### src/rtl/writeback_queue_if.sv
// ---------------------------------------------------------------------------
// writeback_queue_if
//   Bundles the writeback queue's upstream result handshake, register-file
//   write stage, forwarding lookup and occupancy status.
//
//   master : the producer side (execute stage / decode-stage checker).
//   slave  : the writeback queue itself.
//
//   res_valid/res_ready/res_addr/res_data : result handshake into the queue
//   hold                                  : downstream write port busy
//   wr_en/wr_addr/wr_data                 : registered register-file write
//   chk_addrA/B, fwd_hitA/B, fwd_dataA/B  : forwarding lookup
//   occupancy                             : number of queued entries
// ---------------------------------------------------------------------------
interface writeback_queue_if #(
  parameter int DEPTH  = 4,
  parameter int ADDR_W = 5,
  parameter int DATA_W = 16
);
  localparam int OCC_W = $clog2(DEPTH) + 1;

  logic              res_valid;
  logic              res_ready;
  logic [ADDR_W-1:0] res_addr;
  logic [DATA_W-1:0] res_data;
  logic              hold;
  logic              wr_en;
  logic [ADDR_W-1:0] wr_addr;
  logic [DATA_W-1:0] wr_data;
  logic [ADDR_W-1:0] chk_addrA;
  logic [ADDR_W-1:0] chk_addrB;
  logic              fwd_hitA;
  logic              fwd_hitB;
  logic [DATA_W-1:0] fwd_dataA;
  logic [DATA_W-1:0] fwd_dataB;
  logic [OCC_W-1:0]  occupancy;

  modport master (
    output res_valid, res_addr, res_data, hold, chk_addrA, chk_addrB,
    input  res_ready, wr_en, wr_addr, wr_data,
    input  fwd_hitA, fwd_hitB, fwd_dataA, fwd_dataB, occupancy
  );

  modport slave (
    input  res_valid, res_addr, res_data, hold, chk_addrA, chk_addrB,
    output res_ready, wr_en, wr_addr, wr_data,
    output fwd_hitA, fwd_hitB, fwd_dataA, fwd_dataB, occupancy
  );
endinterface

### src/rtl/writeback_queue.sv
// ---------------------------------------------------------------------------
// writeback_queue
//   Strict-FIFO queue of pending register-file writes. Results are pushed at
//   the tail on a valid/ready handshake; each cycle without hold the head is
//   moved into a registered write stage (wr_en/wr_addr/wr_data) that stays
//   stable for the whole cycle so the register file can write on negedge.
//   Two combinational lookup ports report whether a pending write targets a
//   given register and return the newest such value for bypassing.
//
//   clk   : single clock, posedge
//   rst_n : asynchronous active-low reset
//   bus   : writeback_queue_if.slave (handshake, write stage, lookup, status)
// ---------------------------------------------------------------------------
module writeback_queue #(
  parameter int DEPTH  = 4,
  parameter int ADDR_W = 5,
  parameter int DATA_W = 16
) (
  input  logic             clk,
  input  logic             rst_n,
  writeback_queue_if.slave bus
);

  localparam int PTR_W = $clog2(DEPTH);
  localparam int CNT_W = PTR_W + 1;

  localparam logic [CNT_W-1:0] CNT_FULL = CNT_W'(DEPTH);
  localparam logic [CNT_W-1:0] CNT_ONE  = CNT_W'(1);
  localparam logic [PTR_W-1:0] PTR_ONE  = PTR_W'(1);

  typedef struct packed {
    logic [ADDR_W-1:0] addr;
    logic [DATA_W-1:0] data;
  } entry_t;

  entry_t            mem_q [DEPTH];
  logic [PTR_W-1:0]  head_q, head_d;
  logic [PTR_W-1:0]  tail_q, tail_d;
  logic [CNT_W-1:0]  count_q, count_d;
  logic              wr_en_q, wr_en_d;
  logic [ADDR_W-1:0] wr_addr_q, wr_addr_d;
  logic [DATA_W-1:0] wr_data_q, wr_data_d;
  logic              push;
  logic              pop;

  // Ready depends only on the registered count, so a same-cycle pop never
  // opens a slot for a push on a full queue.
  always_comb begin
    push      = bus.res_valid && (count_q != CNT_FULL);
    pop       = (count_q != '0) && !bus.hold;
    head_d    = head_q;
    tail_d    = tail_q;
    count_d   = count_q;
    wr_en_d   = pop;
    wr_addr_d = wr_addr_q;
    wr_data_d = wr_data_q;

    if (push) tail_d = tail_q + PTR_ONE;
    if (pop) begin
      head_d    = head_q + PTR_ONE;
      wr_addr_d = mem_q[head_q].addr;
      wr_data_d = mem_q[head_q].data;
    end

    unique case ({push, pop})
      2'b10:   count_d = count_q + CNT_ONE;
      2'b01:   count_d = count_q - CNT_ONE;
      default: count_d = count_q;
    endcase
  end

  // NOTE: sequential state uses non-blocking assignments so every flop
  // samples the pre-edge values of its inputs regardless of block order.
  always_ff @(posedge clk or negedge rst_n) begin
    if (!rst_n) begin
      head_q    <= '0;
      tail_q    <= '0;
      count_q   <= '0;
      wr_en_q   <= 1'b0;
      wr_addr_q <= '0;
      wr_data_q <= '0;
    end else begin
      head_q    <= head_d;
      tail_q    <= tail_d;
      count_q   <= count_d;
      wr_en_q   <= wr_en_d;
      wr_addr_q <= wr_addr_d;
      wr_data_q <= wr_data_d;
    end
  end

  // NOTE: entry storage is deliberately not reset; an entry is only ever
  // read while the count marks it valid, so clearing it buys nothing.
  always_ff @(posedge clk) begin
    if (push) mem_q[tail_q] <= {bus.res_addr, bus.res_data};
  end

  // Forwarding lookup. The write stage is the oldest pending value, then the
  // queue from head (oldest) to tail (youngest); later matches override
  // earlier ones so the youngest pending write wins.
  logic [ADDR_W-1:0] chk_addr [2];
  logic              fwd_hit  [2];
  logic [DATA_W-1:0] fwd_data [2];

  // NOTE: every always_comb output gets a default before any conditional
  // update, so no path can leave it unassigned and infer a latch.
  always_comb begin
    chk_addr[0] = bus.chk_addrA;
    chk_addr[1] = bus.chk_addrB;
    for (int p = 0; p < 2; p++) begin
      fwd_hit[p]  = 1'b0;
      fwd_data[p] = '0;
      if (wr_en_q && (wr_addr_q == chk_addr[p])) begin
        fwd_hit[p]  = 1'b1;
        fwd_data[p] = wr_data_q;
      end
      for (int i = 0; i < DEPTH; i++) begin
        if ((CNT_W'(i) < count_q) &&
            (mem_q[head_q + PTR_W'(i)].addr == chk_addr[p])) begin
          fwd_hit[p]  = 1'b1;
          fwd_data[p] = mem_q[head_q + PTR_W'(i)].data;
        end
      end
    end
  end

  assign bus.res_ready = (count_q != CNT_FULL);
  assign bus.wr_en     = wr_en_q;
  assign bus.wr_addr   = wr_addr_q;
  assign bus.wr_data   = wr_data_q;
  assign bus.occupancy = count_q;
  assign bus.fwd_hitA  = fwd_hit[0];
  assign bus.fwd_hitB  = fwd_hit[1];
  assign bus.fwd_dataA = fwd_data[0];
  assign bus.fwd_dataB = fwd_data[1];

endmodule

### src/flat_wrapper.sv
// flat-port wrapper written by rule: the top's interface ports become plain ports
module writeback_queue_flat 
#(
  parameter int DEPTH  = 4,
  parameter int ADDR_W = 5,
  parameter int DATA_W = 16
)
  (clk, rst_n, bus_res_valid, bus_res_addr, bus_res_data, bus_hold, bus_chk_addrA, bus_chk_addrB, bus_res_ready, bus_wr_en, bus_wr_addr, bus_wr_data, bus_fwd_hitA, bus_fwd_hitB, bus_fwd_dataA, bus_fwd_dataB, bus_occupancy);
  writeback_queue_if #(.DEPTH(DEPTH), .ADDR_W(ADDR_W), .DATA_W(DATA_W)) bus_i ();
  input  logic clk;
  input  logic rst_n;
  input wire logic [$bits(bus_i.res_valid)-1:0] bus_res_valid;
  input wire logic [$bits(bus_i.res_addr)-1:0] bus_res_addr;
  input wire logic [$bits(bus_i.res_data)-1:0] bus_res_data;
  input wire logic [$bits(bus_i.hold)-1:0] bus_hold;
  input wire logic [$bits(bus_i.chk_addrA)-1:0] bus_chk_addrA;
  input wire logic [$bits(bus_i.chk_addrB)-1:0] bus_chk_addrB;
  output wire logic [$bits(bus_i.res_ready)-1:0] bus_res_ready;
  output wire logic [$bits(bus_i.wr_en)-1:0] bus_wr_en;
  output wire logic [$bits(bus_i.wr_addr)-1:0] bus_wr_addr;
  output wire logic [$bits(bus_i.wr_data)-1:0] bus_wr_data;
  output wire logic [$bits(bus_i.fwd_hitA)-1:0] bus_fwd_hitA;
  output wire logic [$bits(bus_i.fwd_hitB)-1:0] bus_fwd_hitB;
  output wire logic [$bits(bus_i.fwd_dataA)-1:0] bus_fwd_dataA;
  output wire logic [$bits(bus_i.fwd_dataB)-1:0] bus_fwd_dataB;
  output wire logic [$bits(bus_i.occupancy)-1:0] bus_occupancy;
  assign bus_i.res_valid = bus_res_valid;
  assign bus_i.res_addr = bus_res_addr;
  assign bus_i.res_data = bus_res_data;
  assign bus_i.hold = bus_hold;
  assign bus_i.chk_addrA = bus_chk_addrA;
  assign bus_i.chk_addrB = bus_chk_addrB;
  assign bus_res_ready = bus_i.res_ready;
  assign bus_wr_en = bus_i.wr_en;
  assign bus_wr_addr = bus_i.wr_addr;
  assign bus_wr_data = bus_i.wr_data;
  assign bus_fwd_hitA = bus_i.fwd_hitA;
  assign bus_fwd_hitB = bus_i.fwd_hitB;
  assign bus_fwd_dataA = bus_i.fwd_dataA;
  assign bus_fwd_dataB = bus_i.fwd_dataB;
  assign bus_occupancy = bus_i.occupancy;
  writeback_queue #(.DEPTH(DEPTH), .ADDR_W(ADDR_W), .DATA_W(DATA_W)) u_core (.clk(clk), .rst_n(rst_n), .bus(bus_i));
endmodule
### config.mk
export PLATFORM = sky130hd
export DESIGN_NAME = writeback_queue_flat
export DESIGN_NICKNAME = d
export VERILOG_FILES = /design/src/rtl/writeback_queue_if.sv /design/src/rtl/writeback_queue.sv /design/src/flat_wrapper.sv
export SDC_FILE = /design/constraint.sdc
export NUM_CORES = 1
export LEC_CHECK = 0
export ABC_AREA = 1
export CAP_MARGIN = 20
export CORE_UTILIZATION = 55
export CTS_CLUSTER_DIAMETER = 80
export DETAILED_ROUTE_END_ITERATION = 12
export PLACE_DENSITY = 0.8
export RECOVER_POWER = 50
export SLEW_MARGIN = 25
export SYNTH_ARGS = -nofsm -noshare
export SYNTH_HDL_FRONTEND = slang
export SYNTH_SLANG_ARGS = --single-unit
### constraint.sdc
create_clock -name clk -period 2.77 [get_ports clk]
set_input_delay 0.277 -clock clk [delete_from_list [all_inputs] [get_ports clk]]
set_output_delay 0.277 -clock clk [all_outputs]
set_load 0.005 [all_outputs]
* After elaboration in Yosys (flattened, before gate mapping) *
Memory sizes are Yosys's and may differ from the RTL's.
Index checks and enable logic that the tools add are counted.

storage, ports and cells
  register bits after elaboration = 29
  memory bits (writable) = 84
  input bits = 35
  output and inout bits = 60
  logic and storage cells = 68
  memories kept = 1

memories
  memory        depth  width  rd ports  clocked after Yosys merged registers in  wr ports  line                   RTL
  u_core.mem_q  4      21     4         0                                        1         writeback_queue.sv:36  entry_t mem_q [DEPTH];

cells by class
  add/sub/neg operators = 6
  $lt $le $gt $ge = 4
  equality and inequality tests = 13
  mux-type cells = 23
  reductions and logical operators = 15

operators with widths
  operator             count
  $mux 16              10
  $eq 5x5->1           10
  $logic_and 1x1->1    12
  $mux 1               12
  $lt 1x3->1 const A   2
  $lt 2x3->1 const A   2
  $pmux 3 s2           1
  $add 2x1->2 const B  2
  $add 2x2->2 const B  2
  $add 3x1->3 const B  1
  $ne 3x3->1 const B   1
  $reduce_bool 3->1    1
  $sub 3x1->3 const B  1
  $eq 2x1->1 const B   1
  $eq 2x2->1 const B   1
  $reduce_bool 2->1    1
  $logic_not 1->1      1

* Longest topological paths before layout *
  word-level depth = 7
  depth in mapped cells = 17
  gate-level depth less buffers = 14

* Least setup slack after synthesis *
OpenSTA, ideal clock, no wires.

  path kind = flip-flop to flip-flop
  from = register u_core.count_q[0] (netlist: u_core.bus.occupancy[0])
  to = memory u_core.mem_q[0][0] (netlist bit), enable pin
  setup time = 0.399 ns
  arrival time = 1.899 ns
  required time = 2.371 ns
  setup slack = 0.473 ns
  stages on the path, launching flop included = 6
  path buffers = 0
  period minus slack after synthesis = 2.297 ns
  cell sequence = dfrtp_1 > inv_1 > ha_1 > nand2_1 > nand2_1 > nor2_1

between the ends
  cells in the longest elaborated chain, start to end = 4

ends and longest elaborated chain
  what                          line                   RTL
  start: declaration            writeback_queue.sv:39  logic [CNT_W-1:0] count_q, count_d;
  start signal: assignment      writeback_queue.sv:85  count_q <= count_d;
  $ne 3x3->1                    --
  net bus_res_ready             flat_wrapper.sv:18     output wire logic [$bits(bus_i.res_ready)-1:0] bus_res_ready;
  $logic_and 1x1->1             writeback_queue.sv:49  push = bus.res_valid && (count_q != CNT_FULL);
  $mux 1                        writeback_queue.sv:95  if (push) mem_q[tail_q] <= {bus.res_addr, bus.res_data};
  $mux 1 (not written as such)  writeback_queue.sv:95
  end: declaration              writeback_queue.sv:36

The timed path passes the listed nets, and every way through them passes these cells.

* Worst setup path after layout *
  from = register u_core.head_q[0]
  to = output port bus_fwd_dataB[8]

between the ends
  cells in the longest elaborated chain, start to end = 7
  elaborated cells on any way between the ends = 16
  those cells by class = add/sub (3); eq/ne (4); mux (4); reduce/logical (4); memory (1)

ends and longest elaborated chain
  what                                             line                                            RTL
  start: declaration                               writeback_queue.sv:37                           logic [PTR_W-1:0] head_q, head_d;
  start signal: assignment                         writeback_queue.sv:76                           head_q <= '0;
  start signal: assignment                         writeback_queue.sv:83                           head_q <= head_d;
  $add 2x1->2 or $mem_v2 4x21 (tied branches)      --
  $mem_v2 4x21 (*)                                 --
  $eq 5x5->1 or $logic_and 1x1->1 (tied branches)  writeback_queue.sv:119, writeback_queue.sv:118
  $logic_and 1x1->1 or $mux 16 (tied branches)     writeback_queue.sv:118                          if ((CNT_W'(i) < count_q) &&
  $mux 16 (2 in series)                            writeback_queue.sv:118
  $mux 16 (*)                                      writeback_queue.sv:118
  end: declaration                                 flat_wrapper.sv:25                              output wire logic [$bits(bus_i.fwd_dataB)-1:0] bus_fwd_dataB;

Every way passes the cells marked *; elsewhere a longest branch is shown, timed or not.

==> results_dict.tcl <==
set metrics [dict create \
    reg2reg_from "u_core.bus.occupancy[1]" \
    violations "negative setup slack" \
    grt_setup_unrepaired "true" \
    endpoint "bus_fwd_dataB[8]" \
    setup_tns_ns -9.27 \
    vias 9846 \
    path_class "flip-flop to primary output" \
    hold_viol_final 0 \
    yosys_warnings 0 \
    ant_nets 0 \
    start_util_pct 56.5 \
    synthCells 1227 \
    yosys_register_bits 113 \
    clock_skew_ns 0.00616 \
    grt_pass1_wl_um 43400 \
    reg2reg_depth 7 \
    place.port_buffers 94 \
    final_layout_size_suffix_gt1_share_pct 26.6 \
    core.rowCount 45 \
    relSlewSlack_pct 38.9 \
    die_x_um 127 \
    design.core.area_um2 15200 \
    tritoncts "built" \
    grt_pass1_vias 8153 \
    pin_count 95 \
    cap_violations 0 \
    final_nets 1499 \
    yosysUniqueCellTypes 32 \
    r2r_slack_ns 0.42 \
    path_clk_slew_ns 0.06 \
    first_iter_violations 1499 \
    clock-sinks 113 \
    crit_arrival_ns 2.85 \
    drtPass1Iterations 6 \
    crit_fanout 9 \
    grt_overflow 0 \
    tightest_slew_ns 0.916 \
    clk_latency_ns 0.42 \
    via_per_inst 5.95 \
    diodes 0 \
    postCtsHoldBufs 0 \
    areaGrowthSynthToFinish_pct 41.9 \
    fmax_mhz 319 \
    clockBufferDepth 2 \
    post-route-util_pct 80.2 \
    reg2reg_to "u_core.bus.wr_data[0]" \
    die_area_um2 16100 \
    grtUsageTotal_pct 35.1 \
    ys_seq_area_share_pct 37.8 \
    finalSetupViolations 34 \
    start_kind "flip-flop" \
    layout_min_cycle_time_ns 3.13 \
    syn_nets 1271 \
    p_per_area_nw_per_um2 1280 \
    drc 0 \
    postRouteWirelength_um 31000 \
    antenna_found_initial 0 \
    leakage_nw 5.97 \
    die_h_um 127 \
    drt-wirelength-per-cell_um 18.7 \
    htree_num_levels 4 \
    setup_ws_ns -0.361 \
    place.gp.congestion 1.01 \
    dp_hpwl_um 19800 \
    slew_violations 0 \
    crit_path_start "u_core.head_q[0]" \
    cts_buffers 17 \
    syn_area_um2 8590 \
    hold_path_class "input pin to async pin" \
    post-route-period-util_pct 113 \
    required_ns 2.49 \
    status "finished with violations" \
    cts_root_buf "clkbuf_16" \
    peakVddDrop_mv 0.742 \
    grt_max_degree 61 \
    end_kind "primary output" \
    syn_avg_cell_area_um2 7.00 \
]
stage by stage:
stage	total power [mW]	cells	setup slack [ns]	area [um^2]	hold slack, ns
6_report	15.6	1656	-0.361	12200	0.376
5_1_grt	16.5	1656	-0.491	12200	0.390
4_1_cts	14.0	1600	-0.458	11200	0.299
3_5_place_dp	11.5	1560	-0.145	10400	0.544
3_3_place_gp	11.3	1560	-0.0934	10400	0.525
2_1_floorplan	7.61	1227	0.473	8590	-0.0186
worst min path at each step:
stage                                         end  slack [ns]  depth (start not counted)
after floorplan           u_core.bus.occupancy[0]       -0.02                          0
after global placement    u_core.bus.occupancy[1]        0.52                          2
after detailed placement    u_core.bus.wr_data[4]        0.54                          2
after CTS                        u_core.tail_q[0]        0.30                          1
after global routing             u_core.tail_q[0]        0.39                          1
final                            u_core.tail_q[0]        0.38                          1
cell type report:
class | instances | area, um^2
Tap cell | 188 | 235
Fill cell | 1006 | 3010
Sequential cell | 113 | 3250
Timing Repair Buffer | 274 | 2590
Multi-Input combinational cell | 987 | 5280
Inverter | 62 | 248
Clock inverter | 15 | 149
Clock buffer | 17 | 425
cells in the mapped netlist (all sizes together):
cell type,count,area (um^2)
nand2,472,1790
nor2,165,674
o21ai,98,490
nand3,93,546
edfxtp,84,2520
nand4,66,413
inv,62,235
mux2i,48,480
buf,47,303
dfrtp,29,726
clkbuf,21,78.8
a21oi,9,45.0
ha,9,113
xor2,8,70.1
o22ai,7,43.8
or2,4,25.0
xnor2,2,17.5
a21boi,1,7.51
nor3,1,5.00
o211ai,1,7.51
registers in the layout, summed over array words and instances (netlist names):
register and count:
u_core.bus.wr_data 16, u_core.head_q 2, u_core.bus.occupancy 3, u_core.bus.wr_en 1, u_core.mem_q 84, u_core.tail_q 2
u_core.bus.wr_addr 5
cells by family after synthesis:
family                   count (synthesis)  synth area share (%)
AO/OA/AOI/OAI                          116                  6.92
XOR/XNOR                                10                  1.02
adder cells (fa/ha/maj)                  9                  1.31
buffers and inverters                  130                  7.18
flip-flops                             113                  37.8
multiplexers                            48                  5.59
AND/OR/NAND/NOR                        801                  40.2
routing by layer:
layer  vias to the layer above  track usage [%]  wire length, um
met3                       135             7.20             3860
met2                       756             51.4            13600
met5                         -                0                0
met4                         0             11.3             1250
li1                       4532                -                -
met1                      4423             51.7            12300
cells in the final DEF (no fill, tap or decap), drive strengths merged:
master,netlist,layout
clkbuf,21,50
or2,4,4
a21boi,1,1
ha,9,9
xnor2,2,2
o22ai,7,7
dlygate4sd2,0,2
nor3,1,1
buf,47,171
inv,62,68
nand3,93,94
clkinv,0,6
nor2,165,165
nand4,66,66
xor2,8,8
dlygate4sd3,0,30
o21ai,98,98
bufinv,0,1
edfxtp,84,84
dlymetal6s2s,0,7
clkdlybuf4s15,0,1
dfrtp,29,29
clkdlybuf4s50,0,30
mux2i,48,48
clkinvlp,0,2
o211ai,1,1
nand2,472,474
a21oi,9,9
power by group:
group	leakage (nW)	internal, mW	switching [mW]	total (mW)
sequential	1.12	2.33	0.414	2.74
clock	0.278	1.26	0.865	2.12
combinational	4.58	4.42	6.36	10.8
critical path, stage by stage, from the launching register on:
cell and delay (ns):
dfrtp_4 0.54, clkinv_8 0.13, clkbuf_16 0.18, nand2_1 0.10, nand3_1 0.16, nand2_2 0.16, nor2_2 0.07, nor2_4 0.14
nand3_4 0.14, buf_4 0.18, buf_4 0.13, nand2_1 0.05, nand3_1 0.11, nand2_1 0.10, nand2_1 0.05, nand2_1 0.09
buf_2 0.12
timing repair:
action,4_1_cts,5_1_grt
resized for setup,89,184
pin swaps,5,53
gates cloned,3,16
setup endpoints to repair,34,34
buffers inserted,5,41
(Power assumes the default switching activity.)
